`config.mk`:
```
export PLATFORM = sky130hd
export DESIGN_NAME = load_store_unit_flat
export DESIGN_NICKNAME = d
export VERILOG_FILES = /design/src/rtl/load_store_unit_if.sv /design/src/rtl/load_store_unit.sv /design/src/flat_wrapper.sv
export SDC_FILE = /design/constraint.sdc
export NUM_CORES = 1
export LEC_CHECK = 0
export CAP_MARGIN = 20
export CORE_UTILIZATION = 51
export CTS_BUF_LIST = sky130_fd_sc_hd__clkbuf_8
export CTS_CLUSTER_DIAMETER = 30
export DETAILED_ROUTE_END_ITERATION = 12
export HOLD_SLACK_MARGIN = 0.02
export PLACE_DENSITY = 0.9
export SLEW_MARGIN = 15
export SYNTH_ARGS = -nofsm -noshare
export SYNTH_HDL_FRONTEND = slang
export SYNTH_SLANG_ARGS = --single-unit
```
`constraint.sdc`:
```
create_clock -name clk -period 2.5 [get_ports clk]
set_input_delay 0.25 -clock clk [delete_from_list [all_inputs] [get_ports clk]]
set_output_delay 0.25 -clock clk [all_outputs]
set_load 0.05 [all_outputs]
```
`src/rtl/load_store_unit_if.sv`:
```
// Data-memory bus between the load/store unit (master) and a word-organised
// data memory (slave).
//
// Handshake: the master raises mem_req together with mem_addr, mem_be,
// mem_we and mem_wdata, and holds all of them stable until the cycle in
// which the slave returns mem_ack=1. That rising edge completes the beat,
// and mem_rdata is sampled on the same edge. An acknowledge may arrive in
// the same cycle as the request. mem_ack while mem_req=0 has no effect.
//
// Signals:
//   mem_req   master->slave  beat request
//   mem_we    master->slave  1 = write beat, 0 = read beat
//   mem_addr  master->slave  30-bit word address
//   mem_be    master->slave  byte enables, bit n = bits 8n+7:8n
//   mem_wdata master->slave  lane-aligned write data
//   mem_rdata slave->master  read data, valid with mem_ack
//   mem_ack   slave->master  beat complete
interface load_store_unit_if;
    logic        mem_req;
    logic        mem_we;
    logic [29:0] mem_addr;
    logic [3:0]  mem_be;
    logic [31:0] mem_wdata;
    logic [31:0] mem_rdata;
    logic        mem_ack;

    modport master (
        output mem_req, mem_we, mem_addr, mem_be, mem_wdata,
        input  mem_rdata, mem_ack
    );

    modport slave (
        input  mem_req, mem_we, mem_addr, mem_be, mem_wdata,
        output mem_rdata, mem_ack
    );
endinterface

```
`src/rtl/load_store_unit.sv`:
```
// Load/store unit between the execute stage and a variable-latency,
// word-organised data memory. Byte/half/word accesses are steered onto
// little-endian byte lanes; an access that crosses a word boundary is split
// into two bus beats. Loads are sign- or zero-extended. The core is stalled
// while an access is in flight.
//
// Ports:
//   clk, rst      clock; asynchronous active-low reset
//   rd_en, wr_en  load / store request from the control unit
//   size          00 word, 01 half, 10 byte, 11 reserved (illegal)
//   unsigned_ld   zero-extend byte/half loads
//   addr          byte address
//   wr_data       right-aligned store data
//   stall         hold PC and register-file write
//   done          one-cycle completion pulse
//   bus_err       one-cycle error pulse, coincident with done
//   rd_data       extended load result
//   state_dbg     current FSM state (IDLE=0, BEAT0=1, BEAT1=2, RESP=3)
//   bus           data-memory bus (master side)
//
// TIMEOUT: cycles a beat may wait for mem_ack before it is abandoned with
// bus_err; 0 disables the timeout.
module load_store_unit #(
    parameter int TIMEOUT = 255
) (
    input  logic        clk,
    input  logic        rst,
    input  logic        rd_en,
    input  logic        wr_en,
    input  logic [1:0]  size,
    input  logic        unsigned_ld,
    input  logic [31:0] addr,
    input  logic [31:0] wr_data,
    output logic        stall,
    output logic        done,
    output logic        bus_err,
    output logic [31:0] rd_data,
    output logic [1:0]  state_dbg,
    load_store_unit_if.master bus
);
    localparam logic [1:0] S_IDLE  = 2'd0;
    localparam logic [1:0] S_BEAT0 = 2'd1;
    localparam logic [1:0] S_BEAT1 = 2'd2;
    localparam logic [1:0] S_RESP  = 2'd3;

    localparam bit          TO_EN   = (TIMEOUT > 0);
    localparam logic [31:0] TO_LAST = TO_EN ? 32'(TIMEOUT - 1) : 32'd0;

    logic [1:0]  state;
    logic        is_load;
    logic        unsigned_q;
    logic [1:0]  size_q;
    logic [1:0]  off_q;
    logic [2:0]  hi_be;       // lanes spilling into the next word
    logic [29:0] word_q;      // word address of the first beat
    logic [31:0] wdata_q;
    logic [63:0] asm_q;       // beat0 in 31:0, beat1 in 63:32
    logic [31:0] cnt;
    logic        err_q;
    logic [31:0] rd_data_q;
    logic        we_q;
    logic [29:0] addr_q;
    logic [3:0]  be_q;
    logic [31:0] wdata_out;

    logic        access;
    logic        illegal;
    logic [3:0]  mask;
    logic [6:0]  shifted;
    logic        in_beat;
    logic        timed_out;
    logic        go_beat1;
    logic        beat_fail;
    logic        finish;
    logic [63:0] asm_next;
    logic [63:0] aligned;
    logic [31:0] raw;
    logic [31:0] ld_result;

    assign access  = rd_en | wr_en;
    assign illegal = (size == 2'b11) | (rd_en & wr_en);

    always_comb begin
        case (size)
            2'b00:   mask = 4'b1111;
            2'b01:   mask = 4'b0011;
            default: mask = 4'b0001;
        endcase
    end

    // 7 bits wide so lanes pushed past byte 3 are kept for the second beat.
    assign shifted = {3'b000, mask} << addr[1:0];

    assign in_beat   = (state == S_BEAT0) | (state == S_BEAT1);
    assign timed_out = TO_EN && (cnt == TO_LAST);
    // An acknowledge in the final allowed cycle wins over the timeout.
    assign go_beat1  = (state == S_BEAT0) & bus.mem_ack & (hi_be != 3'b000);
    assign beat_fail = in_beat & ~bus.mem_ack & timed_out;
    assign finish    = (in_beat & bus.mem_ack & ~go_beat1) | beat_fail;

    // Assembly register including the lanes arriving on this edge, so the
    // load result is ready when the final beat completes.
    always_comb begin
        asm_next = asm_q;
        for (int n = 0; n < 4; n++) begin
            if (bus.mem_ack && bus.mem_be[n]) begin
                if (state == S_BEAT1) begin
                    asm_next[32 + 8*n +: 8] = bus.mem_rdata[8*n +: 8];
                end else begin
                    asm_next[8*n +: 8] = bus.mem_rdata[8*n +: 8];
                end
            end
        end
    end

    assign aligned = asm_next >> {off_q, 3'b000};
    assign raw     = aligned[31:0];

    always_comb begin
        case (size_q)
            2'b00:   ld_result = raw;
            2'b01:   ld_result = {{16{~unsigned_q & raw[15]}}, raw[15:0]};
            default: ld_result = {{24{~unsigned_q & raw[7]}}, raw[7:0]};
        endcase
    end

    always_ff @(posedge clk or negedge rst) begin
        if (!rst) begin
            state      <= S_IDLE;
            is_load    <= 1'b0;
            unsigned_q <= 1'b0;
            size_q     <= 2'b00;
            off_q      <= 2'b00;
            hi_be      <= 3'b000;
            word_q     <= 30'd0;
            wdata_q    <= 32'd0;
            asm_q      <= 64'd0;
            cnt        <= 32'd0;
            err_q      <= 1'b0;
            rd_data_q  <= 32'd0;
            we_q       <= 1'b0;
            addr_q     <= 30'd0;
            be_q       <= 4'b0000;
            wdata_out  <= 32'd0;
        end else begin
            case (state)
                S_IDLE: begin
                    if (access) begin
                        is_load <= rd_en;
                        if (illegal) begin
                            state <= S_RESP;
                            err_q <= 1'b1;
                            if (rd_en) begin
                                rd_data_q <= 32'd0;
                            end
                        end else begin
                            state      <= S_BEAT0;
                            unsigned_q <= unsigned_ld;
                            size_q     <= size;
                            off_q      <= addr[1:0];
                            hi_be      <= shifted[6:4];
                            word_q     <= addr[31:2];
                            wdata_q    <= wr_data;
                            asm_q      <= 64'd0;
                            cnt        <= 32'd0;
                            we_q       <= wr_en;
                            addr_q     <= addr[31:2];
                            be_q       <= shifted[3:0];
                            wdata_out  <= wr_data << {addr[1:0], 3'b000};
                        end
                    end
                end
                S_BEAT0, S_BEAT1: begin
                    if (bus.mem_ack) begin
                        asm_q <= asm_next;
                    end
                    if (go_beat1) begin
                        state     <= S_BEAT1;
                        addr_q    <= word_q + 30'd1;    // wraps to word 0
                        be_q      <= {1'b0, hi_be};
                        // Only reached with off_q != 0, so the shift is 8..24.
                        wdata_out <= wdata_q >> (6'd32 - {1'b0, off_q, 3'b000});
                        cnt       <= 32'd0;
                    end else if (finish) begin
                        state <= S_RESP;
                        err_q <= beat_fail;
                        if (is_load) begin
                            rd_data_q <= beat_fail ? 32'd0 : ld_result;
                        end
                    end else begin
                        cnt <= cnt + 32'd1;
                    end
                end
                S_RESP: begin
                    state <= S_IDLE;
                    err_q <= 1'b0;
                end
                default: begin
                    state <= S_IDLE;
                end
            endcase
        end
    end

    // Reset gates stall directly so it drops asynchronously with rst.
    assign stall     = rst & (((state == S_IDLE) & access) | in_beat);
    assign done      = (state == S_RESP);
    assign bus_err   = err_q;
    assign rd_data   = rd_data_q;
    assign state_dbg = state;

    assign bus.mem_req   = in_beat;
    assign bus.mem_we    = we_q;
    assign bus.mem_addr  = addr_q;
    assign bus.mem_be    = be_q;
    assign bus.mem_wdata = wdata_out;
endmodule

```
`src/flat_wrapper.sv`:
```
// flat-port wrapper written by rule: the top's interface ports become plain ports
module load_store_unit_flat 
#(
    parameter int TIMEOUT = 255
)
  (clk, rst, rd_en, wr_en, size, unsigned_ld, addr, wr_data, stall, done, bus_err, rd_data, state_dbg, bus_mem_req, bus_mem_we, bus_mem_addr, bus_mem_be, bus_mem_wdata, bus_mem_rdata, bus_mem_ack);
  load_store_unit_if bus_i ();
  input  logic clk;
  input  logic rst;
  input  logic rd_en;
  input  logic wr_en;
  input  logic [1:0] size;
  input  logic unsigned_ld;
  input  logic [31:0] addr;
  input  logic [31:0] wr_data;
  output logic stall;
  output logic done;
  output logic bus_err;
  output logic [31:0] rd_data;
  output logic [1:0] state_dbg;
  output wire logic [$bits(bus_i.mem_req)-1:0] bus_mem_req;
  output wire logic [$bits(bus_i.mem_we)-1:0] bus_mem_we;
  output wire logic [$bits(bus_i.mem_addr)-1:0] bus_mem_addr;
  output wire logic [$bits(bus_i.mem_be)-1:0] bus_mem_be;
  output wire logic [$bits(bus_i.mem_wdata)-1:0] bus_mem_wdata;
  input wire logic [$bits(bus_i.mem_rdata)-1:0] bus_mem_rdata;
  input wire logic [$bits(bus_i.mem_ack)-1:0] bus_mem_ack;
  assign bus_mem_req = bus_i.mem_req;
  assign bus_mem_we = bus_i.mem_we;
  assign bus_mem_addr = bus_i.mem_addr;
  assign bus_mem_be = bus_i.mem_be;
  assign bus_mem_wdata = bus_i.mem_wdata;
  assign bus_i.mem_rdata = bus_mem_rdata;
  assign bus_i.mem_ack = bus_mem_ack;
  load_store_unit #(.TIMEOUT(TIMEOUT)) u_core (.clk(clk), .rst(rst), .rd_en(rd_en), .wr_en(wr_en), .size(size), .unsigned_ld(unsigned_ld), .addr(addr), .wr_data(wr_data), .stall(stall), .done(done), .bus_err(bus_err), .rd_data(rd_data), .state_dbg(state_dbg), .bus(bus_i));
endmodule
```
Yosys cells after proc, flatten, opt, wreduce, memory -nomap -nowiden
Cells that the tools add are included.
{"block": "word_totals", "ff_bits": 269, "latchBits": 0, "ramBits": 0, "romBits": 0, "input_bits": 104, "out_inout_bits": 105, "word_cells": 136, "mem_count": 0}
{"block": "classes", "n_addsub": 3, "n_mul": 0, "div": 0, "n_lt_le_gt_ge": 0, "n_eq_ne": 18, "shift": 4, "mux": 57, "bitwise_logic": 20, "reduce_logical": 18}
{"cell": "32-bit 2-to-1 mux", "n": 14}
{"cell": "32-bit case mux with 2 select lines", "n": 4}
{"cell": "64-bit 2-to-1 mux", "n": 3}
{"cell": "8-bit 2-to-1 mux", "n": 16}
{"cell": "64-bit case mux with 2 select lines", "n": 1}
{"cell": "30-bit 2-to-1 mux", "n": 3}
{"cell": "64-bit by 5-bit >> shifter with 32-bit output", "n": 1}
{"cell": "30-bit case mux with 2 select lines", "n": 1}
{"cell": "32-bit by 1-bit adder with 32-bit output, second input constant", "n": 1}
{"cell": "32-bit by 8-bit equality test with 1-bit output, second input constant", "n": 1}
{"cell": "32-bit by 5-bit << shifter with 32-bit output", "n": 1}
{"cell": "32-bit by 6-bit >> shifter with 32-bit output", "n": 1}
{"cell": "30-bit by 1-bit adder with 30-bit output, second input constant", "n": 1}
{"cell": "4-bit case mux with 2 select lines", "n": 2}
{"cell": "4-bit AND reduction", "n": 4}
{"cell": "4-bit 2-to-1 mux", "n": 3}
{"cell": "1-bit AND", "n": 11}
{"cell": "2-bit by 1-bit inequality test with 1-bit output, second input constant", "n": 5}
{"cell": "2-bit 2-to-1 mux", "n": 4}
{"cell": "2-bit inequality test, second input constant", "n": 4}
{"cell": "7-bit AND reduction", "n": 1}
{"cell": "4-bit by 2-bit << shifter with 7-bit output", "n": 1}
{"cell": "2-bit by 1-bit equality test with 1-bit output, second input constant", "n": 3}
{"cell": "2-bit equality test, second input constant", "n": 3}
{"cell": "15 further kinds", "n": 31}

Logic depth before layout (Yosys ltp)
{"block": "depth", "word_depth": 11, "mapped_depth": 10, "depth_no_buf": 8}

Worst setup path after synthesis
No wires, ideal clock.
{"block": "synth_path", "path_type": "register -> output", "start": "reg u_core.state[0] (netlist: u_core.state_dbg[0])", "end": "out stall", "t_arrival_ns": 3.301, "required_time_ns": 2.250, "setup_slack_ns": -1.051, "stages_incl_launch_ff": 8, "cell_sequence": "dfrtp_1 > inv_1 > ha_1 > clkbuf_1 > inv_1 > clkbuf_1 > clkbuf_1 > a21boi_0"}
{"block": "synth_via", "elab_chain_len": 4, "elab_cells_between_ends": 7, "cone_classes": "eq/ne: 2; bitwise: 4; reduce/logical: 1"}
{"element": "start: declaration", "line": "load_store_unit.sv:49", "text": "logic [1:0] state;"}
{"element": "start signal: assignment", "line": "load_store_unit.sv:129", "text": "state <= S_IDLE;"}
{"element": "start signal: assignment", "line": "load_store_unit.sv:151", "text": "state <= S_RESP;"}
{"element": "start signal: assignment", "line": "load_store_unit.sv:157", "text": "state <= S_BEAT0;"}
{"element": "2-bit by 1-bit equality test with 1-bit output or 2-bit equality test (tied branches)", "line": "load_store_unit.sv:94", "text": "assign in_beat = (state == S_BEAT0) | (state == S_BEAT1);"}
{"element": "1-bit bitwise OR (*)", "line": "load_store_unit.sv:94"}
{"element": "net bus_mem_req", "line": "flat_wrapper.sv:21", "text": "output wire logic [$bits(bus_i.mem_req)-1:0] bus_mem_req;"}
{"element": "1-bit bitwise OR (*)", "line": "load_store_unit.sv:206", "text": "assign stall = rst & (((state == S_IDLE) & access) | in_beat);"}
{"element": "1-bit AND (*)", "line": "load_store_unit.sv:206"}
{"element": "end: declaration", "line": "flat_wrapper.sv:16", "text": "output logic stall;"}
Mark *: on every way through the listed nets, which the timed path passes. The rest lies on a longest branch.

Worst setup path after layout
{"block": "layout_path", "start": "reg u_core.state[0] (netlist: u_core.state_dbg[0])", "end": "reg u_core.rd_data_q[30] (netlist: u_core.rd_data[30])"}
{"block": "layout_via", "elab_chain_len": 11, "elab_cells_between_ends": 46, "cone_classes": "eq/ne: 8; shift: 1; mux: 22; bitwise: 11; reduce/logical: 4"}
{"element": "2-bit equality test", "line": "load_store_unit.sv:94, load_store_unit.sv:107, load_store_unit.sv:146"}
{"element": "8-bit 2-to-1 mux", "line": "load_store_unit.sv:107", "text": "if (state == S_BEAT1) begin"}
{"element": "8-bit 2-to-1 mux", "line": "load_store_unit.sv:106", "text": "if (bus.mem_ack && bus.mem_be[n]) begin"}
{"element": "64-bit by 5-bit >> shifter with 32-bit output", "line": "load_store_unit.sv:116", "text": "assign aligned = asm_next >> {off_q, 3'b000};"}
{"element": "1-bit AND (on tied branches)", "line": "load_store_unit.sv:123, load_store_unit.sv:122"}
{"element": "32-bit case mux with 2 select lines", "line": "load_store_unit.sv:120", "text": "case (size_q)"}
{"element": "32-bit 2-to-1 mux", "line": "load_store_unit.sv:188", "text": "rd_data_q <= beat_fail ? 32'd0 : ld_result;"}
{"element": "32-bit 2-to-1 mux", "line": "load_store_unit.sv:187", "text": "if (is_load) begin"}
{"element": "32-bit 2-to-1 mux", "line": "load_store_unit.sv:184", "text": "end else if (finish) begin"}
{"element": "32-bit 2-to-1 mux", "line": "load_store_unit.sv:177", "text": "if (go_beat1) begin"}
{"element": "32-bit case mux with 2 select lines", "line": "load_store_unit.sv:146", "text": "case (state)"}
{"element": "end signal: assignment", "line": "load_store_unit.sv:188"}
{"element": "end: declaration", "line": "load_store_unit.sv:60", "text": "logic [31:0] rd_data_q;"}
Several ways; a longest one is shown, not always the timed one. The select of a mux whose other input is x is not followed.
A chain may end at the register's enable or synchronous reset.

==> out/results.txt <==
CTS tree - done
final setup violation count - 0
CTS clk-pin slew, worst paths - 0.07 ns
relative slew slack - 0.352
Total Die Area - 28500 um2
Yosys top cell by area - dfrtp_1
commonest cells after routing, fill and taps aside - 258 x dfrtp_1, 203 x clkdlybuf4s50_1, 181 x nand2_1
Buf/Inv on CP - 2
Routed Antenna Nets - 0
Cells after Synth - 1403
Fin Setup TNS - 0 ns
routed vias/inst - 6.14
GPL Wtd Cong - 0.908
Port Buffers - 208
Cell Area, Synth - 14200 um2
met1 GRT Util - 0.385
total CTS buffers - 57
Syn. warnings - 0
height of the die - 169 um
Die X-Extent - 169 um
Seq/Total Area, Yosys - 0.460
Mapped Nets - 1516
CP Capture Type - flip-flop
initial DRC count - 1359
EDFF count, synth - 0
Via Count - 12900
top_reg_cell synth - dfrtp_1
Wirelength per Cell - 20.9 um
WP data arrival - 2.96 ns
Top Usage Layer GRT - met2
critical path's top delay family - multiplexers
Synth top area share - 0.460
CP cell instances - inv_2 -> ha_1 -> nand3b_4 -> mux2i_1 -> mux4_2 -> o21bai_4 -> buf_12 -> a221o_1 -> a22o_1
Nets - 1792
GR Overflow Total - 0
site row count - 60
Max stage delay cell, worst path - dfrtp_2
Synth area leaders - dfrtp_1 46%, mux2i_1 8.0%, mux2_2 7.4%
CP max FO - 16
worst-skew pair later-pin latency - 0.65 ns
post-route cell area - 18700 um2
Root Buffer - clkbuf_8
fin crit share - 0.986
worst-case clock buffer depth - 3
global-route wire length before repair - 69.5 mm
asr flop ratio synth - 1.00
antenna violations before repair - 2
Final Hold Vio Count - 0
drt drc - 0
hpwl dp - 29.5 mm
synthesis-to-finish area growth - 31.9%
Max Cap Viol - 0
Reg2Reg Setup Slack - 0.04 ns
commonest non-fill, non-tap cell in the layout - dfrtp_1
grt met3 use - 0.0762
Synth Area per Inst - 10.1 um2
Worst Path Required - 3.00 ns
Sink Count - 261
Pins Over Slew Limit - 0
Core Area - 27200 um2
layout cell share with drive strength beyond 1 - 0.200
PwrDens - 1460 nW/um2
status - finished, final reports clean
Placed Instance Area - 17300 um2
Initial Util - 0.523
Leak - 8.30 nW
f_max - 406 MHz
r2r startpoint - u_core.state_dbg[0]$_DFFE_PN0P_
Tmin final - 2.46 ns
critical path startpoint category - flip-flop
Total GRT Usage - 0.307
Reg2Reg Depth - 9
Worst Setup Path Type - flip-flop to flip-flop
#FFs+latches synth - 261
Clock Skews - 0.0785 ns
RR Endpoint - u_core.rd_data[30]$_DFFE_PN0P_
total number of H-tree levels - 2
CP startpoint - u_core.state_dbg[0]$_DFFE_PN0P_
met2 Usage GRT - 0.495
worst hold path class - input port to asynchronous set/reset pin
crit-path max cell delay - 0.41 ns
drt first pass iters - 6
IO Count - 209
Worst Tran Pin Value - 0.965 ns
synth unique cells - 71
total wire length - 43.8 mm
pin count of the biggest net entering global routing - 157
IR drop worst, VDD - 0.921 mV
vias in the first global route - 13000
-- power breakdown --
group,internal [mW],switching (mW)
logic,5.72,9.16
clock network,3.13,2.19
registers,5.80,1.35
-- synthesized netlist by cell type, types with 19 or more instances --
library cell / n
dfrtp_1: 261
nand2_1: 181
o21ai_0: 124
mux2i_1: 114
mux2_2: 93
nor2_1: 66
clkbuf_1: 58
a21oi_1: 42
a22oi_1: 30
nand3_1: 30
xor2_1: 29
a22o_1: 26
a211oi_1: 24
nand4_1: 23
o31ai_1: 21
buf_2: 19
-- cell families (layout without fill, tap and decap cells) --
| group | after synthesis | after routing | share of synthesized area |
|---|---|---|---|
| muxes | 208 | 208 | 0.156 |
| adders and majority gates | 9 | 9 | 0.00792 |
| buffers and inverters | 117 | 437 | 0.0368 |
| DFF | 261 | 261 | 0.460 |
| and+or+nand+nor | 397 | 397 | 0.139 |
| other | 0 | 2 | 0 |
| xor gates and xnor gates | 46 | 46 | 0.0283 |
| AOI/OAI and AO/OA | 365 | 365 | 0.173 |
-- timing repair --
| item | CTS | global route |
|---|---|---|
| pin swaps | 0 | 0 |
| setup buffers | 1 | 0 |
| gates resized for setup | 6 | 12 |
| setup endpoints to repair | 26 | 29 |
| gates cloned | 0 | 0 |
| hold endpoints to repair | 105 | 0 |
| hold buffers | 1 | 0 |
-- area by class of cell --
class | instances | area [um2]
multi-input combinational | 1025 | 7290
timing repair buffer | 317 | 3060
fill | 1919 | 8430
antenna | 2 | 5.00
clock inverter | 36 | 399
sequential | 261 | 6540
tap | 372 | 465
clock buffer | 67 | 922
inverter | 17 | 63.8
-- metal layers --
layer	vias up	wire length, um
met5	-	0
met4	0	2210
met3	156	3990
met2	690	20700
met1	6285	16900
li1	5736	-
-- worst max path at each step --
stage / depth (start not counted) / slack [ns] / endpoint
floorplan: 10 / 0.001 / u_core.rd_data[10]$_DFFE_PN0P_
global placement: 8 / -0.15 / u_core.rd_data[16]$_DFFE_PN0P_
detailed placement: 8 / -0.23 / u_core.rd_data[30]$_DFFE_PN0P_
CTS: 9 / 0.006 / u_core.rd_data[16]$_DFFE_PN0P_
global route: 9 / -0.01 / u_core.rd_data[30]$_DFFE_PN0P_
finish: 9 / 0.04 / u_core.rd_data[30]$_DFFE_PN0P_
-- stage by stage --
step | util | hold slack, ns | power (mW) | setup WS (ns) | std cells
6_report | 0.690 | 0.124 | 27.3 | 0.0357 | 2097
5_1_grt | 0.690 | 0.126 | 28.8 | -0.0118 | 2096
4_1_cts | 0.687 | 0.117 | 27.2 | 0.00631 | 2095
3_5_place_dp | 0.637 | 0.163 | 21.6 | -0.226 | 1990
3_3_place_gp | 0.637 | 0.162 | 21.1 | -0.148 | 1990
2_1_floorplan | - | -0.0456 | 16.4 | 0.00146 | 1403
-- flip-flops by register name, summed over array words and instances, names as in the netlist, 2 cells and up --
signal / cells
u_core.word_q: 30
u_core.state_dbg: 2
u_core.cnt: 32
u_core.hi_be: 3
u_core.size_q: 2
u_core.bus.mem_addr: 30
u_core.rd_data: 32
u_core.wdata_q: 32
u_core.bus.mem_wdata: 32
u_core.off_q: 2
u_core.asm_q: 56
u_core.bus.mem_be: 4
Power figures use the tool's default switching activity.
